===== src/rtl/uart_tx_drain.sv =====
// uart_tx_drain: pops bytes from a FIFO and sends each as an 8N1 UART frame, LSB first.
module uart_tx_drain #(
    parameter int CLKS_PER_BIT = 1250
) (
    input  logic       clk,
    input  logic       rst,
    input  logic       enable,
    input  logic       fifo_empty,
    input  logic [7:0] fifo_data,
    output logic       fifo_pop,
    output logic       tx,
    output logic       busy
);
    localparam int CNTW = $clog2(CLKS_PER_BIT);
    localparam logic [CNTW-1:0] CNT_MAX = CNTW'(CLKS_PER_BIT - 1);

    typedef enum logic [1:0] {IDLE, START, DATA, STOP} state_t;

    state_t          state_q, state_d;
    logic [CNTW-1:0] cnt_q, cnt_d;
    logic [2:0]      idx_q, idx_d;
    logic [7:0]      shift_q, shift_d;
    logic            tx_q, tx_d, busy_q, busy_d, last;

    assign fifo_pop = rst & enable & ~fifo_empty & (state_q == IDLE);
    assign last     = cnt_q == CNT_MAX;
    assign tx       = tx_q;
    assign busy     = busy_q;

    always_comb begin
        state_d = state_q;
        cnt_d   = cnt_q;
        idx_d   = idx_q;
        shift_d = shift_q;
        tx_d    = tx_q;
        busy_d  = busy_q;
        if (state_q != IDLE) cnt_d = last ? '0 : cnt_q + CNTW'(1);
        case (state_q)
            IDLE: if (fifo_pop) begin
                shift_d = fifo_data;
                tx_d    = 1'b0;
                busy_d  = 1'b1;
                cnt_d   = '0;
                state_d = START;
            end
            START: if (last) begin
                tx_d    = shift_q[0];
                idx_d   = '0;
                state_d = DATA;
            end
            DATA: if (last) begin
                if (idx_q == 3'd7) begin
                    tx_d    = 1'b1;
                    state_d = STOP;
                end else begin
                    idx_d = idx_q + 3'd1;
                    tx_d  = shift_q[idx_d];
                end
            end
            STOP: if (last) begin
                busy_d  = 1'b0;
                state_d = IDLE;
            end
            default: ;
        endcase
    end

    always_ff @(posedge clk) begin
        if (!rst) begin
            state_q <= IDLE;
            cnt_q   <= '0;
            idx_q   <= '0;
            shift_q <= '0;
            tx_q    <= 1'b1;
            busy_q  <= 1'b0;
        end else begin
            state_q <= state_d;
            cnt_q   <= cnt_d;
            idx_q   <= idx_d;
            shift_q <= shift_d;
            tx_q    <= tx_d;
            busy_q  <= busy_d;
        end
    end
endmodule

===== config.mk =====
export PLATFORM = sky130hd
export DESIGN_NAME = uart_tx_drain
export DESIGN_NICKNAME = d
export VERILOG_FILES = /design/src/rtl/uart_tx_drain.sv
export SDC_FILE = /design/constraint.sdc
export NUM_CORES = 1
export LEC_CHECK = 0
export CORE_MARGIN = 3
export CORE_UTILIZATION = 55
export DETAILED_ROUTE_END_ITERATION = 7
export MAX_ROUTING_LAYER = met4
export PLACE_DENSITY = 0.81
export SYNTH_ARGS = -nofsm -noshare
export SYNTH_HDL_FRONTEND = slang
export SYNTH_SLANG_ARGS = --single-unit

===== constraint.sdc =====
create_clock -name clk -period 2 [get_ports clk]
set_input_delay 0.3 -clock clk [delete_from_list [all_inputs] [get_ports clk]]
set_output_delay 0.3 -clock clk [all_outputs]
set_load 0.005 [all_outputs]

==> reports/metrics.csv, run 1 <==
stage,metric,value,unit
layout,"commonest non-fill, non-tap cell in the layout",nand2_1,
layout,ANT cells,0,
global_route,Tot GR Track Use,20.6,%
timing,Sum Neg Setup Slack,0,ps
timing,actual slew at the worst max-slew pin,498,ps
power_and_ir_drop,cell area power density,996,nW/um^2
clock_tree,maximum clock insertion buffer count,2,
critical_path,Worst setup EP type,primary output,
synth,Synth Register Bits,26,
clock_tree,H-tree levels,1,
route,wire length per cell,14.5,microns
run,max-cap violation count,0,
clock_tree,register clock-pin slew on the reported worst setup and hold paths,140,ps
floorplanning,chip width,56.1,microns
clock_tree,Root Driver,clkbuf_4,
timing,Final Hold Fails,0,
power_and_ir_drop,P_leak,0.607,nW
synth,synthesized netlist cell count,162,
place,gpl congestion,0.813,
floorplanning,std cell rows,17,
route,residual DRC count,0,
critical_path,critical path data required time,1700,ps
clock_tree,"Clk Latency, worst-skew pair",330,ps
timing,"Min Clock Period, post-route",1860,ps
place,IO Port Bufs,14,
synth,Syn Area/Cell,8.53,sq um
power_and_ir_drop,Peak VDD IR,0.703,mV
synth,register area share after synthesis,37.6,%
synth,async set-reset flop share out of synthesis,0,%
layout,fin nets,202,
floorplanning,Starting Density,60.2,%
timing,Max-slew headroom,66.7,%
synth,post-synth cell types,45,
layout,share of layout cells above drive strength 1,16.0,%
global_route,vias in the first global route,1164,
critical_path,"critical path fanouts, max",2,
critical_path,Startpoint Class,flip-flop,
critical_path,Worst Path Arrival,1560,ps
clock_tree,CTS buffer count,3,
clock_tree,CTS tree,yes,
floorplanning,core box area,2300,sq um
worst_hold_path,HP Class,reg2reg,
global_route,largest net degree at the start of global routing,17,
route,DRT antenna net count,0,
layout,most frequent cells in the layout,"nand2_1 (25), dfxtp_1 (24), clkdlybuf4s50_1 (13)",
global_route,antenna violations before repair,0,
floorplanning,Vert. Die Dim,56.1,microns
timing,setup violators final,0,
global_route,GRT Residual Overflow,0,
timing,Fmax,538,MHz
layout,storage element area,523,sq um
floorplanning,die area,3150,sq um
route,vias,1255,
clock_tree,Num Clock Sinks,26,
synth,Post-synth top flop,dfxtp_1,
route,1st-iter DRT viols,34,
place,DP HPWL,2120,microns
critical_path,WS Path Type,reg2out,
route,WL final,3030,microns
status,outcome,"finished, final reports clean",
layout,footprint of the multi-input gates,821,sq um
timing,period utilization,93.0,%
route,vias per cell,6.00,
timing,Worst Skew,2.83,ps
global_route,first-pass GRT wire length,5130,microns
synth,Post-synth EDFFs,0,
synth,syn nets,182,
timing,RSZ-0062 raised after global routing,no,
synth,Ys Warns,0,
layout,area grow syn2layout,19.8,%
timing,hold slack,471,ps
timing,final slew viol count,0,
synth,Mapped Area,1380,sq um
layout,filler instances,176,
route,DRT Pass-1 Iters,4,
floorplanning,IO Pins,15,
worst paths after layout:
check	startpoint	endpoint	slack, ps	cells after the start
setup / recovery	state_q[1]$_SDFFE_PN0P_	fifo_pop	140	6
setup reg to reg	cnt_q[0]$_SDFF_PN0_	cnt_q[10]$_SDFF_PN0_	150	6
hold / removal	shift_q[3]$_SDFFE_PN0P_	shift_q[3]$_SDFFE_PN0P_	470	2
hold reg to reg	shift_q[3]$_SDFFE_PN0P_	shift_q[3]$_SDFFE_PN0P_	470	2
timing repair:
action / 4_1_cts / 5_1_grt
gates resized for setup: 5 / 1
setup buffers: 3 / 0
setup endpoints to repair: 1 / 1
pin swaps: 1 / 1
hold buffers: 0 / 0
metal layers:
metal,vias up,wire [microns],GRT usage [%]
met4,0,27,5.08
met5,-,0,-
li1,632,-,-
met1,592,1420,25.8
met2,28,1450,34.2
met3,3,133,3.71
cells by family after synthesis:
kind of cell	share of synthesized area [%]
DFF	37.6
muxes	4.62
adders and majority gates	7.24
AOI/OAI and AO/OA	22.2
xor gates and xnor gates	0.634
and+or+nand+nor	23.8
buffers and inverters	3.89
sequential cells by signal (all words and copies together) (netlist names):
register  count
idx_q         3
cnt_q        11
busy          1
state_q       2
shift_q       8
tx            1
cell type report:
class,count,area share [%]
timing repair buffer,22,12.0
tap,28,2.11
inverter,7,1.59
clock buffer,3,1.36
multi-input combinational,122,49.5
clock inverter,1,1.81
sequential,26,31.6
worst max-delay path, cell delays in order, from the launching register on:
cell and delay, ps:
dfxtp_2 350, inv_1 80, ha_2 180, inv_1 60, nor3_2 190, buf_4 140, dlygate4sd2_1 240
power breakdown:
part           total (W)  internal [W]  switching [W]
Clock           0.000366      0.000203       0.000163
Sequential      0.000617      0.000578      0.0000395
Combinational   0.000667      0.000301       0.000367
Total            0.00165       0.00108       0.000569
stage by stage:
step	total power, W	setup slack [ps]	util, %	instance area, sq um	std cells
floorplan	0.00104	249	-	1380	162
global placement	0.00120	39.6	68.2	1570	202
detailed placement	0.00123	15.5	68.2	1570	202
CTS	0.00163	70.3	71.9	1650	209
global route	0.00176	10.6	72.1	1660	209
finish	0.00165	140	72.1	1660	209
Yosys cell counts (2+ instances only):
cell,n,area (sq um)
a21oi_1,7,35.0
a311oi_1,7,61.3
a31oi_1,2,12.5
and3_1,2,12.5
clkbuf_1,5,18.8
dfxtp_1,26,521
ha_1,8,100
inv_1,7,26.3
mux2_2,3,33.8
mux2i_1,3,30.0
nand2_1,25,93.8
nand2b_1,3,18.8
nand3_1,5,25.0
nand4_1,3,18.8
nor2_1,12,45.0
nor3_1,4,20.0
nor4_1,2,12.5
o21ai_0,11,55.1
No activity file was read; power rests on OpenSTA's default activity.
==> inputs of run 2 (changes only) <==
--- a/config.mk
+++ b/config.mk
@@ -5,6 +5,7 @@
 export SDC_FILE = /design/constraint.sdc
 export NUM_CORES = 1
 export LEC_CHECK = 0
+export CORE_ASPECT_RATIO = 1.5
 export CORE_MARGIN = 3
 export CORE_UTILIZATION = 55
 export DETAILED_ROUTE_END_ITERATION = 7
==> reports/metrics.csv, run 2 (synthesized netlist as in run 1, its figures left out) <==
stage,metric,value,unit
floorplanning,chip width,46.9,microns
global_route,Tot GR Track Use,22.0,%
route,WL final,2990,microns
place,gpl congestion,0.822,
floorplanning,Starting Density,59.8,%
timing,"Min Clock Period, post-route",1850,ps
timing,Final Hold Fails,0,
layout,ANT cells,0,
layout,most frequent cells in the layout,"nand2_1 (25), dfxtp_1 (24), clkdlybuf4s50_1 (13)",
clock_tree,register clock-pin slew on the reported worst setup and hold paths,130,ps
timing,Worst Skew,5.19,ps
floorplanning,IO Pins,15,
critical_path,critical path's largest stage delay,600,ps
clock_tree,Num Clock Sinks,26,
worst_hold_path,HP Class,reg2reg,
clock_tree,"Clk Latency, worst-skew pair",320,ps
layout,share of layout cells above drive strength 1,16.2,%
layout,fin nets,201,
critical_path,WS Path Type,reg2reg,
route,DRT Pass-1 Iters,4,
timing,final slew viol count,0,
critical_path,Worst setup EP type,flip-flop,
route,1st-iter DRT viols,43,
global_route,vias in the first global route,1214,
floorplanning,std cell rows,21,
layout,filler instances,195,
layout,largest registers,"cnt_q: 11 flops, shift_q: 8 flops, idx_q: 3 flops",
layout,area grow syn2layout,17.2,%
timing,setup violators final,0,
power_and_ir_drop,Peak VDD IR,0.688,mV
critical_path,CP max stage cell,or4b_4,
place,dpl cells,197,
power_and_ir_drop,P_leak,0.591,nW
timing,actual slew at the worst max-slew pin,524,ps
floorplanning,die area,3160,sq um
power_and_ir_drop,clock share of power,14.4,%
critical_path,Startpoint Class,flip-flop,
critical_path,"critical path fanouts, max",9,
power_and_ir_drop,Switch Pwr,0.000556,W
critical_path,worst-path cell chain,"or4b_4, nor3_4, nor2_2, a41oi_1, a311oi_1",
power_and_ir_drop,cell area power density,933,nW/um^2
clock_tree,CTS tree,yes,
layout,"commonest non-fill, non-tap cell in the layout",nand2_1,
run,max-cap violation count,0,
timing,Max-slew headroom,65.0,%
floorplanning,core box area,2310,sq um
layout,Top reg by flops,cnt_q,
layout,Post-Layout Cell Count,202,
timing,Fmax,541,MHz
timing,RSZ-0062 raised after global routing,no,
route,vias per cell,6.14,
power_and_ir_drop,Power Internal,0.000956,W
route,DRT antenna net count,0,
route,residual DRC count,0,
critical_path,crit-path leading delay family,simple AND/OR/NAND/NOR gates,
clock_tree,CTS buffer count,3,
route,wire length per cell,14.8,microns
critical_path,Worst Path Buf+Inv,0,
global_route,antenna violations before repair,0,
global_route,first-pass GRT wire length,5020,microns
power_and_ir_drop,sw frac,36.8,%
route,vias,1240,
global_route,GRT Residual Overflow,0,
critical_path,Worst Path Arrival,2040,ps
clock_tree,Root Driver,clkbuf_4,
clock_tree,H-tree levels,1,
place,IO Port Bufs,14,
status,outcome,"finished, final reports clean",
power_and_ir_drop,sequential share of power,40.9,%
place,DP HPWL,2220,microns
clock_tree,maximum clock insertion buffer count,2,
global_route,largest net degree at the start of global routing,17,
power_and_ir_drop,combinational share of power,44.7,%
timing,Sum Neg Setup Slack,0,ps
critical_path,critical path data required time,2190,ps
layout,Largest register FFs,11,
floorplanning,Vert. Die Dim,67.4,microns
timing,period utilization,92.4,%
## run 2: changes by cell type in the layout (fill, tap and decap cells not counted)
cell       previous run  this run
nor2_4                1         0
dfxtp_4               0         1
bufinv_16             1         0
buf_4                 8         7
nor2_2                0         1
ha_2                  1         0
dfxtp_2               2         1
ha_4                  0         1
inv_2                 0         2
inv_1                 7         5
## run 2: final cells by class
class / count / area, sq um / area share [%]
clock buffer: 3 / 22.5 / 1.39
tap: 23 / 28.8 / 1.78
sequential: 26 / 526 / 32.4
timing repair buffer: 21 / 191 / 11.8
inverter: 7 / 26.3 / 1.62
multi-input combinational: 122 / 826 / 51.0
## run 2: final timing paths
kind	from	endpoint	slack [ps]	cells past startpoint
worst max-delay path	cnt_q[3]$_SDFF_PN0_	cnt_q[10]$_SDFF_PN0_	150	5
worst min-delay path	shift_q[4]$_SDFFE_PN0P_	shift_q[4]$_SDFFE_PN0P_	460	2
worst max register to register	cnt_q[3]$_SDFF_PN0_	cnt_q[10]$_SDFF_PN0_	150	5
worst min register to register	shift_q[4]$_SDFFE_PN0P_	shift_q[4]$_SDFFE_PN0P_	460	2
## run 2: power groups by stage
stage	combinational (W)	clock [W]	sequential, W
2_1_floorplan	0.000418	0	0.000621
3_3_place_gp	0.000581	0	0.000624
3_5_place_dp	0.000604	0	0.000630
4_1_cts	0.000665	0.000225	0.000618
5_1_grt	0.000739	0.000251	0.000626
6_report	0.000676	0.000217	0.000619
## run 2: routing by layer
metal	global-route usage, %	vias to the layer above	share of wire, %
met2	40.8	28	55
met4	9.00	0	2.3
met1	22.1	578	39
li1	-	625	-
met5	-	-	0
met3	2.67	9	2.9
## run 2: worst reg2reg max path: stages (launching register included)
cell	delay [ps]
dfxtp_1	370
or4b_4	600
nor3_4	300
nor2_2	150
a41oi_1	230
a311oi_1	70
## run 2: stage by stage
stage | power [W] | instance area, sq um | utilization, % | setup WS (ps) | hold WS, ps
2_1_floorplan | 0.00104 | 1380 | - | 249 | 409
3_3_place_gp | 0.00121 | 1560 | 67.5 | 32.0 | 443
3_5_place_dp | 0.00123 | 1560 | 67.5 | 46.2 | 451
4_1_cts | 0.00151 | 1620 | 70.1 | 160 | 470
5_1_grt | 0.00162 | 1620 | 70.1 | 33.2 | 509
6_report | 0.00151 | 1620 | 70.1 | 151 | 463
## run 2: repair_timing
item / CTS / global route
setup endpoints to repair: 1 / 0
hold buffers: 0 / 0
gates resized for setup: 9 / 0
setup buffers: 2 / 0
==> inputs of run 3 (changes only) <==
--- a/config.mk
+++ b/config.mk
@@ -9,6 +9,7 @@
 export CORE_MARGIN = 3
 export CORE_UTILIZATION = 55
 export DETAILED_ROUTE_END_ITERATION = 7
+export HOLD_SLACK_MARGIN = 0.1
 export MAX_ROUTING_LAYER = met4
 export PLACE_DENSITY = 0.81
 export SYNTH_ARGS = -nofsm -noshare
==> constraint.sdc (replaced) <==
create_clock -name clk -period 2 [get_ports clk]
set_input_delay 0.3 -clock clk [delete_from_list [all_inputs] [get_ports clk]]
set_output_delay 0.3 -clock clk [all_outputs]
set_load 0.02 [all_outputs]
==> reports/metrics.csv, run 3 (synthesized netlist as in run 1, its figures left out) <==
stage,metric,value,unit
clock_tree,"Clk Latency, worst-skew pair",330,ps
timing,setup violators final,0,
route,wire length per cell,14.8,microns
floorplanning,IO Pins,15,
route,vias,1251,
power_and_ir_drop,sw frac,35.1,%
power_and_ir_drop,total power,0.00165,W
clock_tree,Root Driver,clkbuf_4,
critical_path,worst-path cell chain,"inv_1, ha_4, inv_1, nor3_2, buf_4, clkdlybuf4s15_2",
clock_tree,H-tree levels,1,
timing,RSZ-0062 raised after global routing,yes,
critical_path,Worst Path Arrival,1600,ps
clock_tree,CTS tree,yes,
critical_path,"critical path fanouts, max",4,
global_route,GRT Residual Overflow,0,
power_and_ir_drop,Power Internal,0.00107,W
route,vias per cell,6.19,
floorplanning,chip width,46.9,microns
timing,actual slew at the worst max-slew pin,506,ps
timing,Final Hold Fails,0,
layout,Top reg by flops,cnt_q,
clock_tree,hold_buf cts,0,
global_route,first-pass GRT wire length,5180,microns
timing,final worst slack,102,ps
critical_path,critical path's largest stage delay,370,ps
route,residual DRC count,0,
power_and_ir_drop,cell area power density,1000,nW/um^2
floorplanning,die area,3160,sq um
global_route,Tot GR Track Use,22.9,%
layout,most frequent cells in the layout,"nand2_1 (25), dfxtp_1 (25), clkdlybuf4s50_1 (13)",
clock_tree,Num Clock Sinks,26,
critical_path,CP max stage cell,dfxtp_1,
floorplanning,core box area,2310,sq um
timing,period utilization,94.9,%
layout,ANT cells,0,
critical_path,critical path data required time,1700,ps
global_route,antenna violations before repair,0,
route,DRT antenna net count,0,
critical_path,crit-path leading delay family,buffers and inverters,
critical_path,Startpoint Class,flip-flop,
layout,fin nets,200,
floorplanning,Vert. Die Dim,67.4,microns
critical_path,dominant cell type by count on the critical path,inv_1,
run,max-cap violation count,0,
layout,Largest register FFs,11,
timing,Fmax,527,MHz
floorplanning,std cell rows,21,
power_and_ir_drop,Switch Pwr,0.000579,W
place,"worst slack, placed",-30.3,ps
route,1st-iter DRT viols,65,
critical_path,Worst setup EP type,primary output,
power_and_ir_drop,Peak VDD IR,0.824,mV
timing,Worst Skew,6.09,ps
critical_path,Worst Path Buf+Inv,4,
layout,area grow syn2layout,18.7,%
clock_tree,# Post-CTS Setup Buffers,0,
timing,"Min Clock Period, post-route",1900,ps
worst_hold_path,HP Class,reg2reg,
clock_tree,maximum clock insertion buffer count,2,
layout,share of layout cells above drive strength 1,15.6,%
critical_path,WS Path Type,reg2out,
power_and_ir_drop,sequential share of power,37.7,%
timing,final slew viol count,0,
layout,filler instances,196,
place,DP HPWL,2270,microns
layout,largest registers,"cnt_q: 11 flops, shift_q: 8 flops, idx_q: 3 flops",
route,DRT Pass-1 Iters,4,
critical_path,RR Startpoint,idx_q[0]$_SDFFE_PN0P_,
place,IO Port Bufs,14,
global_route,vias in the first global route,1257,
power_and_ir_drop,combinational share of power,40.1,%
route,WL final,2990,microns
global_route,largest net degree at the start of global routing,17,
clock_tree,register clock-pin slew on the reported worst setup and hold paths,150,ps
status,outcome,"finished, final reports clean",
power_and_ir_drop,clock share of power,22.2,%
critical_path,Critical Path Start,state_q[1]$_SDFFE_PN0P_,
floorplanning,Starting Density,59.8,%
clock_tree,CTS buffer count,3,
power_and_ir_drop,P_leak,0.594,nW
place,gpl congestion,0.842,
timing,Max-slew headroom,66.2,%
worst_hold_path,worst hold path startpoint,shift_q[4]$_SDFFE_PN0P_,
-- run 3: worst register-to-register path: stages (launching register included) --
cell,delay [ps]
dfxtp_1,540
ha_1,220
ha_1,270
o311ai_0,380
a221oi_1,140
o31ai_1,230
-- run 3: final cells by class --
class	count	area (sq um)	area share, %
clock buffers	3	22.5	1.37
clock inverters	1	30.0	1.83
inverters	7	26.3	1.60
multi-input cells	122	826	50.3
flip-flops and latches	26	522	31.8
well taps	23	28.8	1.75
repair buffers	20	186	11.4
-- run 3: metal layers --
metal / up-vias / global-route usage, % / wire length [microns]
met5: - / - / 0
met4: 0 / 12.1 / 86
met2: 23 / 42.7 / 1690
met3: 9 / 2.93 / 73
li1: 626 / - / -
met1: 593 / 21.4 / 1140
-- run 3: power by group through the flow --
| stage | combinational, W | clock [W] | sequential (W) |
|---|---|---|---|
| 3_5_place_dp | 0.000621 | 0 | 0.000630 |
| 4_1_cts | 0.000631 | 0.000375 | 0.000618 |
| 6_report | 0.000661 | 0.000367 | 0.000622 |
| 5_1_grt | 0.000731 | 0.000392 | 0.000629 |
| 3_3_place_gp | 0.000599 | 0 | 0.000623 |
| 2_1_floorplan | 0.000420 | 0 | 0.000634 |
-- run 3: worst paths after layout --
check,to,slack (ps),cells after the start
max,fifo_pop,100,6
min,shift_q[4]$_SDFFE_PN0P_,470,2
max reg2reg,tx$_SDFFE_PN1P_,150,5
min reg2reg,shift_q[4]$_SDFFE_PN0P_,470,2
-- run 3: per-stage QoR --
stage | instance area, sq um | TNS, ps | instances | hold slack (ps) | util (%)
2_1_floorplan | 1380 | 0 | 162 | 409 | -
3_3_place_gp | 1570 | -48.0 | 198 | 443 | 67.9
3_5_place_dp | 1570 | -30.3 | 198 | 456 | 67.9
4_1_cts | 1630 | 0 | 202 | 474 | 70.3
5_1_grt | 1640 | -16.6 | 202 | 502 | 71.0
6_report | 1640 | 0 | 202 | 471 | 71.0
-- run 3: repair_timing --
item                                    in CTS  in global routing
endpoints found under the setup margin       1                  2
resized for setup                            4                  4
cloned                                       0                  0
hold endpoints to repair                     0                  0
